===== src/rtl/matmul_stream_ctrl_if.sv =====
// matmul_stream_ctrl_if: valid/ready/data stream carrying operand words in and result words out.
interface matmul_stream_ctrl_if #(parameter int DATA_WIDTH = 32);
    logic                  valid;
    logic                  ready;
    logic [DATA_WIDTH-1:0] data;
    modport master (output valid, data, input ready);
    modport slave (input valid, data, output ready);
endinterface


===== src/rtl/matmul_stream_ctrl.sv =====
// matmul_stream_ctrl: loads A/B from a stream, kicks the multiplier, drains C row-major as a stream.
// Define MATMUL_STREAM_CHECKSUM_EN to accumulate a checksum of the drained result words.
module matmul_stream_ctrl #(
    parameter int N          = 8,
    parameter int DATA_WIDTH = 32,
    parameter int ADDR_WIDTH = 6
) (
    input  logic                  clock,
    input  logic                  reset,
    input  logic                  go,
    matmul_stream_ctrl_if.slave   operand,
    output logic [DATA_WIDTH-1:0] a_din,
    output logic [ADDR_WIDTH-1:0] a_wr_addr,
    output logic                  a_wr_en,
    output logic [DATA_WIDTH-1:0] b_din,
    output logic [ADDR_WIDTH-1:0] b_wr_addr,
    output logic                  b_wr_en,
    output logic                  mm_start,
    input  logic                  mm_done,
    output logic [ADDR_WIDTH-1:0] c_rd_addr,
    input  logic [DATA_WIDTH-1:0] c_dout,
    matmul_stream_ctrl_if.master  result,
    output logic                  busy,
    output logic                  done,
    output logic [DATA_WIDTH-1:0] checksum
);
    localparam int IW = ADDR_WIDTH + 1;
    localparam logic [IW-1:0] LAST = IW'(N * N - 1);

    typedef enum logic [3:0] {IDLE, LOAD_A, LOAD_B, START, WAIT, RD, CAP, HOLD, FIN} state_t;

    state_t        state;
    logic [IW-1:0] idx;
    logic          accept;
    logic          last;

    assign accept    = operand.valid && operand.ready;
    assign last      = idx == LAST;
    assign a_wr_en   = accept && state == LOAD_A;
    assign b_wr_en   = accept && state == LOAD_B;
    assign a_din     = a_wr_en ? operand.data : '0;
    assign b_din     = b_wr_en ? operand.data : '0;
    assign a_wr_addr = idx[ADDR_WIDTH-1:0];
    assign b_wr_addr = idx[ADDR_WIDTH-1:0];
    assign c_rd_addr = idx[ADDR_WIDTH-1:0];

    always_ff @(posedge clock or posedge reset) begin
        if (reset) begin
            state         <= IDLE;
            idx           <= '0;
            operand.ready <= 1'b0;
            result.valid  <= 1'b0;
            result.data   <= '0;
            mm_start      <= 1'b0;
            busy          <= 1'b0;
            done          <= 1'b0;
        end else begin
            case (state)
                IDLE: if (go) begin
                    state         <= LOAD_A;
                    busy          <= 1'b1;
                    operand.ready <= 1'b1;
                end
                LOAD_A: if (accept) begin
                    idx   <= last ? '0 : idx + IW'(1);
                    state <= last ? LOAD_B : LOAD_A;
                end
                LOAD_B: if (accept) begin
                    idx           <= last ? '0 : idx + IW'(1);
                    state         <= last ? START : LOAD_B;
                    operand.ready <= !last;
                    mm_start      <= last;
                end
                START: begin
                    mm_start <= 1'b0;
                    state    <= WAIT;
                end
                WAIT: if (mm_done) state <= RD;
                RD: state <= CAP;
                // c_dout now reflects the address presented during RD
                CAP: begin
                    result.data  <= c_dout;
                    result.valid <= 1'b1;
                    state        <= HOLD;
                end
                HOLD: if (result.ready) begin
                    result.valid <= 1'b0;
                    idx          <= last ? '0 : idx + IW'(1);
                    state        <= last ? FIN : RD;
                    done         <= last;
                end
                FIN: begin
                    done  <= 1'b0;
                    busy  <= 1'b0;
                    state <= IDLE;
                end
                default: state <= IDLE;
            endcase
        end
    end

`ifdef MATMUL_STREAM_CHECKSUM_EN
    always_ff @(posedge clock or posedge reset) begin
        if (reset) checksum <= '0;
        else if (state == IDLE && go) checksum <= '0;
        else if (state == HOLD && result.ready) checksum <= checksum + result.data;
    end
`else
    assign checksum = '0;
`endif

endmodule


===== src/flat_wrapper.sv =====
// flat-port wrapper written by rule: the top's interface ports become plain ports
module matmul_stream_ctrl_flat 
#(
    parameter int N          = 8,
    parameter int DATA_WIDTH = 32,
    parameter int ADDR_WIDTH = 6
)
  (clock, reset, go, a_din, a_wr_addr, a_wr_en, b_din, b_wr_addr, b_wr_en, mm_start, mm_done, c_rd_addr, c_dout, busy, done, checksum, operand_valid, operand_data, operand_ready, result_valid, result_data, result_ready);
  matmul_stream_ctrl_if #(.DATA_WIDTH(DATA_WIDTH)) operand_i ();
  matmul_stream_ctrl_if #(.DATA_WIDTH(DATA_WIDTH)) result_i ();
  input  logic clock;
  input  logic reset;
  input  logic go;
  output logic [DATA_WIDTH-1:0] a_din;
  output logic [ADDR_WIDTH-1:0] a_wr_addr;
  output logic a_wr_en;
  output logic [DATA_WIDTH-1:0] b_din;
  output logic [ADDR_WIDTH-1:0] b_wr_addr;
  output logic b_wr_en;
  output logic mm_start;
  input  logic mm_done;
  output logic [ADDR_WIDTH-1:0] c_rd_addr;
  input  logic [DATA_WIDTH-1:0] c_dout;
  output logic busy;
  output logic done;
  output logic [DATA_WIDTH-1:0] checksum;
  input wire logic [$bits(operand_i.valid)-1:0] operand_valid;
  input wire logic [$bits(operand_i.data)-1:0] operand_data;
  output wire logic [$bits(operand_i.ready)-1:0] operand_ready;
  output wire logic [$bits(result_i.valid)-1:0] result_valid;
  output wire logic [$bits(result_i.data)-1:0] result_data;
  input wire logic [$bits(result_i.ready)-1:0] result_ready;
  assign operand_i.valid = operand_valid;
  assign operand_i.data = operand_data;
  assign operand_ready = operand_i.ready;
  assign result_valid = result_i.valid;
  assign result_data = result_i.data;
  assign result_i.ready = result_ready;
  matmul_stream_ctrl #(.N(N), .DATA_WIDTH(DATA_WIDTH), .ADDR_WIDTH(ADDR_WIDTH)) u_core (.clock(clock), .reset(reset), .go(go), .operand(operand_i), .a_din(a_din), .a_wr_addr(a_wr_addr), .a_wr_en(a_wr_en), .b_din(b_din), .b_wr_addr(b_wr_addr), .b_wr_en(b_wr_en), .mm_start(mm_start), .mm_done(mm_done), .c_rd_addr(c_rd_addr), .c_dout(c_dout), .result(result_i), .busy(busy), .done(done), .checksum(checksum));
endmodule

===== config.mk =====
export PLATFORM = sky130hd
export DESIGN_NAME = matmul_stream_ctrl_flat
export DESIGN_NICKNAME = d
export VERILOG_FILES = /design/src/rtl/matmul_stream_ctrl_if.sv /design/src/rtl/matmul_stream_ctrl.sv /design/src/flat_wrapper.sv
export SDC_FILE = /design/constraint.sdc
export NUM_CORES = 1
export LEC_CHECK = 0
export ABC_AREA = 1
export BUFFER_PORTS_ARGS = -buffer_cell sky130_fd_sc_hd__buf_2
export CAP_MARGIN = 15
export CORE_UTILIZATION = 35
export DETAILED_ROUTE_END_ITERATION = 10
export GPL_ROUTABILITY_DRIVEN = 0
export PLACE_DENSITY = 0.74
export SLEW_MARGIN = 10
export SYNTH_ARGS = -nofsm -noshare
export SYNTH_HDL_FRONTEND = slang
export SYNTH_SLANG_ARGS = --single-unit
export TNS_END_PERCENT = 5

===== constraint.sdc =====
create_clock -name clock -period 1.3 [get_ports clock]
set_clock_uncertainty 0.05 [all_clocks]
set_input_delay 0.13 -clock clock [delete_from_list [all_inputs] [get_ports clock]]
set_output_delay 0.13 -clock clock [all_outputs]
set_load 0.01 [all_outputs]

== Yosys cells after proc, flatten, opt, wreduce, memory -nomap -nowiden ==
Cells that the tools add are included.

* Flip-flop bits (word level): 48
* Word-level logic and storage cells: 68
* Output and inout port bits: 153

* Add/sub/neg operators: 1
* Equality and inequality tests: 15
* Muxes and demuxes: 25
* Reductions and logical operators: 19

{| class="wikitable"
|+ Operators with widths
! cell !! count
|-
| $mux W32 || 2
|-
| $pmux W4 S8 || 1
|-
| $mux W4 || 6
|-
| $mux W7 || 3
|-
| $eq A4 B3 Y1 const B || 4
|-
| $pmux W7 S2 || 1
|-
| $reduce_bool A2 Y1 || 6
|-
| $pmux W1 S2 || 5
|-
| $eq A4 B2 Y1 const B || 2
|-
| $reduce_and A2 Y1 || 4
|-
| $add A7 B1 Y7 const B || 1
|-
| $eq A7 B6 Y1 const B || 1
|-
| $mux W1 || 6
|-
| $ne A2 B1 Y1 const B || 3
|-
| $ne A2 B2 Y1 const B || 3
|-
| $reduce_and A3 Y1 || 2
|-
| $reduce_and A5 Y1 || 1
|-
| $eq A4 B1 Y1 const B || 1
|-
| $eq A4 B4 Y1 const B || 1
|-
| $logic_not A4 Y1 || 1
|-
| $logic_and A1 B1 Y1 || 3
|-
| $mux W2 || 1
|-
| $reduce_or A2 Y1 || 1
|-
| $logic_not A1 Y1 || 1
|}

== Longest topological paths before layout ==
* Word-level depth: 4
* Mapped depth: 10

== Least setup slack after synthesis ==
OpenSTA, ideal clock, no wires.

* Kind: reg-to-output
* From: reg u_core.state[2]
* To: out a_din[0]
* Setup slack: -0.226 ns
* Data arrival time: 1.346 ns
* Stages on the path, launching flop included: 7
* Cells stage by stage: dfrtp_1 nor2_2 nand2_4 nor2_2 inv_2 buf_6 nor2_1

* Longest elaborated chain between the ends: 3

{| class="wikitable"
|+ RTL lines
! element !! line !! source
|-
| start: declaration || matmul_stream_ctrl.sv:32 || <nowiki>state_t state;</nowiki>
|-
| start signal: assignment || matmul_stream_ctrl.sv:66 || <nowiki>state <= last ? LOAD_B : LOAD_A;</nowiki>
|-
| start signal: assignment || matmul_stream_ctrl.sv:70 || <nowiki>state <= last ? START : LOAD_B;</nowiki>
|-
| start signal: assignment || matmul_stream_ctrl.sv:89 || <nowiki>state <= last ? FIN : RD;</nowiki>
|-
| $eq A4 B1 Y1 || matmul_stream_ctrl.sv:39 || <nowiki>assign a_wr_en = accept && state == LOAD_A;</nowiki>
|-
| $logic_and A1 B1 Y1 || matmul_stream_ctrl.sv:39 ||
|-
| via a_wr_en || flat_wrapper.sv:16 || <nowiki>output logic a_wr_en;</nowiki>
|-
| $mux W32 || matmul_stream_ctrl.sv:41 || <nowiki>assign a_din = a_wr_en ? operand.data : '0;</nowiki>
|-
| end: declaration || flat_wrapper.sv:14 || <nowiki>output logic [DATA_WIDTH-1:0] a_din;</nowiki>
|}

The timed path passes the listed nets, and every way through them passes these cells.

== Worst setup path after layout ==
* From: reg u_core.state[3]
* To: out a_din[19]

* Longest elaborated chain between the ends: 3

{| class="wikitable"
|+ RTL lines
! element !! line
|-
| $eq A4 B1 Y1 || matmul_stream_ctrl.sv:39
|-
| $logic_and A1 B1 Y1 || matmul_stream_ctrl.sv:39
|-
| $mux W32 || matmul_stream_ctrl.sv:41
|}

No other way between the ends.

==> impl_metrics.yaml <==
sta:
  max_clock_freq_mhz: 563
  final.min_clock_period_ps: 1780
  timing.final.setup_violations: 114
  grt_setup_unrepaired: "true"
  timing.final.crit_share: 1.37
  setup_tns_after_final_layout_ps: -35730
  timing.final.ws_setup_ps: -477
  hold_viol: 0
  report.final.slew_viol_count: 0
  holdWs_ps: 7.31
grt:
  grt_first_pass_wirelength_mm: 12.3
  grt_start_max_net_pins: 26
  total_global_routing_track_utilization: 0.175
  first_global_vias: 2731
  globalRoute.totalOverflow: 0
  antenna_violations_before_repair: 0
worst_setup_path:
  worst_path_dominant_cell_family: "simple AND/OR/NAND/NOR gates"
  max_stage_delay_ps: 440
  r2r_setup_slack_ps: -290
  worst_path_max_delay_cell: "dfrtp_2"
  critical_path_peak_fanout: 10
  r2r-start: "u_core.state[0]$_DFFE_PP0P_"
  worstSetupEndpointType: "output pin"
  critical_path_buf_inv_count: 3
  ff2ff_path_depth: 11
  most_repeated_library_cell_on_the_critical_path: "nor2_4"
  worst_ep_arrival_time_ps: 1600
  worst_setup_path_start_kind: "register"
  timing.rr.end: "u_core.idx[3]$_DFFE_PP0P_"
  criticalPathCategory: "register to output pin"
  cp_data_required_time_ps: 1120
  crit_path_cell_trace: "nor2_4 > nand2_4 > nor2_4 > inv_4 > clkbuf_16 > nor2_1 > buf_2"
route:
  route.vias.total: 2979
  m1WireLength_mm: 3.45
  totalWireLength_mm: 8.46
  uppermost_metal_layer_occupied_by_signal_nets: "met4"
  wl_per_cell_um: 12.2
  vias_cell: 4.29
  met2_wirelength_mm: 4.35
  postRouteAntennaNets: 0
  firstDrtPassIters: 4
  met3_length_um: 554
  first_drt_iteration_drcs: 78
  post-route-drc-count: 0
synthesis:
  synth.yosys.seq_area_share: 0.397
  synthesis.yosys.warnings: 0
  post_synth_num_cell_types: 25
  syn_area_per_cell_um2: 8.49
  ys_ff_latch: 48
  main_area_contributors_after_synthesis: "dfrtp_1 (40%), buf_4 (12%), mux2_2 (10%)"
  netlist_area_um2: 3030
  syn_inst_count: 357
  post-synth-top-area-cell: "dfrtp_1"
  synth_top_area_frac: 0.397
flow_run:
  max-cap-violations: 0
layout:
  instances_no_fill: 694
  area_growth_syn_to_layout_pct: 53.9
  final_layout_size_suffix_gt1_frac: 0.604
  antennaDiodeCount: 0
  layout.core_utilization: 0.562
  finish.instance_area_um2: 4660
  final_net_count: 659
worst_hold_path:
  hold_path_end: "u_core.result.data[21]$_DFFE_PP0P_"
  min-delay-path-class: "primary input to register"
  worst_hold_startpoint: "c_dout[21]"
  holdPathStages: 2
clock_network:
  clockRootBuffer: "clkbuf_8"
  cts_htree_levels: 2
  clk-insertion-delay-late_ps: 300
  cts-buffers-inserted: 5
  path_clk_slew_ps: 90
  cts_tree: "done"
  clock-sinks: 48
  cts_max_path_buffers: 2
placement:
  port_buffers: 190
  detailed_place_hpwl_mm: 6.45
  dpl.cell_count: 659
  pre_cts_slack_ps: -223
  dpl-instance-area_um2: 4100
power:
  power_per_cell_area_nw_per_um2: 1130
  power.total_mw: 5.25
  p_leak_nw: 2.72
  worst_ir_drop_vdd_uv: 686
floorplan:
  initial_utilization: 0.365
  fp.dieH_um: 95.0
  floorplan.die.width_um: 95.0
  ios: 223
  core_area_um2: 8300
  std_cell_rows: 33
  die-area_um2: 9030
run_status:
  failed_checks: "negative setup slack"
  run_status: "finished with violations"
-- where the power goes --
part	leakage (nW)	switching [mW]	internal (mW)
Combinational	2.10	1.40	1.22
Clock	0.0479	0.500	0.376
Sequential	0.570	0.106	1.65
Total	2.72	2.01	3.24
-- worst max-delay path by stage --
stage                                start                     endpoint  slack [ps]  cells past startpoint
6_report       u_core.state[3]$_DFFE_PP0P_                    a_din[19]        -480                      7
5_1_grt        u_core.state[0]$_DFFE_PP0P_                    a_din[19]        -570                      8
4_1_cts        u_core.state[0]$_DFFE_PP0P_                    a_din[25]        -460                      8
3_5_place_dp   u_core.state[1]$_DFFE_PP0P_                    b_din[19]        -220                      7
3_3_place_gp   u_core.state[1]$_DFFE_PP0P_                    b_din[16]        -160                      7
2_1_floorplan    u_core.idx[1]$_DFFE_PP0P_  u_core.state[0]$_DFFE_PP0P_        -140                      8
-- cells by family after synthesis --
group	share of synthesized area
xor+xnor	0.00868
compound gates	0.0302
fa+ha+maj	0.00413
buf+inv	0.227
simple gates	0.214
other cells	0.00124
flops	0.397
mux	0.119
-- final cells by class --
class / count / area, um^2
repair buffers: 251 / 1570
multi-input cells: 227 / 1440
repair inverters: 2 / 17.5
clock buffers: 5 / 68.8
clock inverters: 3 / 18.8
well taps: 105 / 131
fillers: 717 / 3640
flip-flops and latches: 48 / 1200
inverters: 53 / 214
-- worst register-to-register path, delay by kind of cell, from the launching register on --
kind	cells	cell delay (ps)
buffers and inverters	5	550
and+or+nand+nor	6	450
DFF	1	440
-- sequential cells by signal, indices dropped and copies added (netlist names) --
register	flops
u_core.result.data	32
u_core.idx	7
u_core.state	4
u_core.busy	1
u_core.done	1
u_core.mm_start	1
u_core.operand.ready	1
u_core.result.valid	1
-- Yosys cell counts --
library cell / instances
a211oi_1: 1
or2_2: 1
nand3_1: 11
mux2_1: 5
nand2_2: 9
nor3_1: 2
nor2_4: 3
dfrtp_1: 48
nor2_2: 4
nor2_1: 74
ha_1: 1
xnor2_1: 1
a21oi_1: 1
o21ai_2: 5
nand2_4: 3
nand2_1: 37
o21ai_0: 7
inv_1: 48
xor2_1: 2
buf_4: 50
inv_2: 5
buf_6: 10
mux2_2: 27
nand3_2: 1
conb_1: 1
-- placed cells by master (no fill, tap or decap), types with 2 or more instances in the layout --
master	Yosys	final
buf_2	0	182
inv_1	48	46
dfrtp_1	48	46
buf_4	50	41
nand2_1	37	35
nor2_1	74	34
nor2_2	4	33
conb_1	1	32
mux2_2	27	25
nor2_4	3	14
dlygate4sd3_1	0	12
nand2_2	9	11
buf_6	10	11
nand3_1	11	10
o21ai_0	7	6
inv_2	5	5
mux2_1	5	5
o21ai_2	5	5
clkbuf_8	0	5
buf_12	0	4
nand2_4	3	3
nand3_2	1	2
mux2_4	0	2
inv_4	0	2
xor2_1	2	2
nor3_2	0	2
clkinv_2	0	2
dfrtp_2	0	2
-- routing by layer --
layer / track usage / up-vias
li1: - / 1459
met1: 0.208 / 1365
met2: 0.324 / 142
met3: 0.0359 / 13
met4: 0.0379 / 0
met5: 0 / -
-- timing repair --
action                                  CTS  global route
endpoints found under the setup margin  114           114
buffers inserted                         11             1
resized for setup                        41            28
hold buffers                             10             2
pin swaps                                 7             1
hold endpoints to repair                 57             2
gates cloned                              2             1
Note: power is estimated with default switching activity, not from simulation.
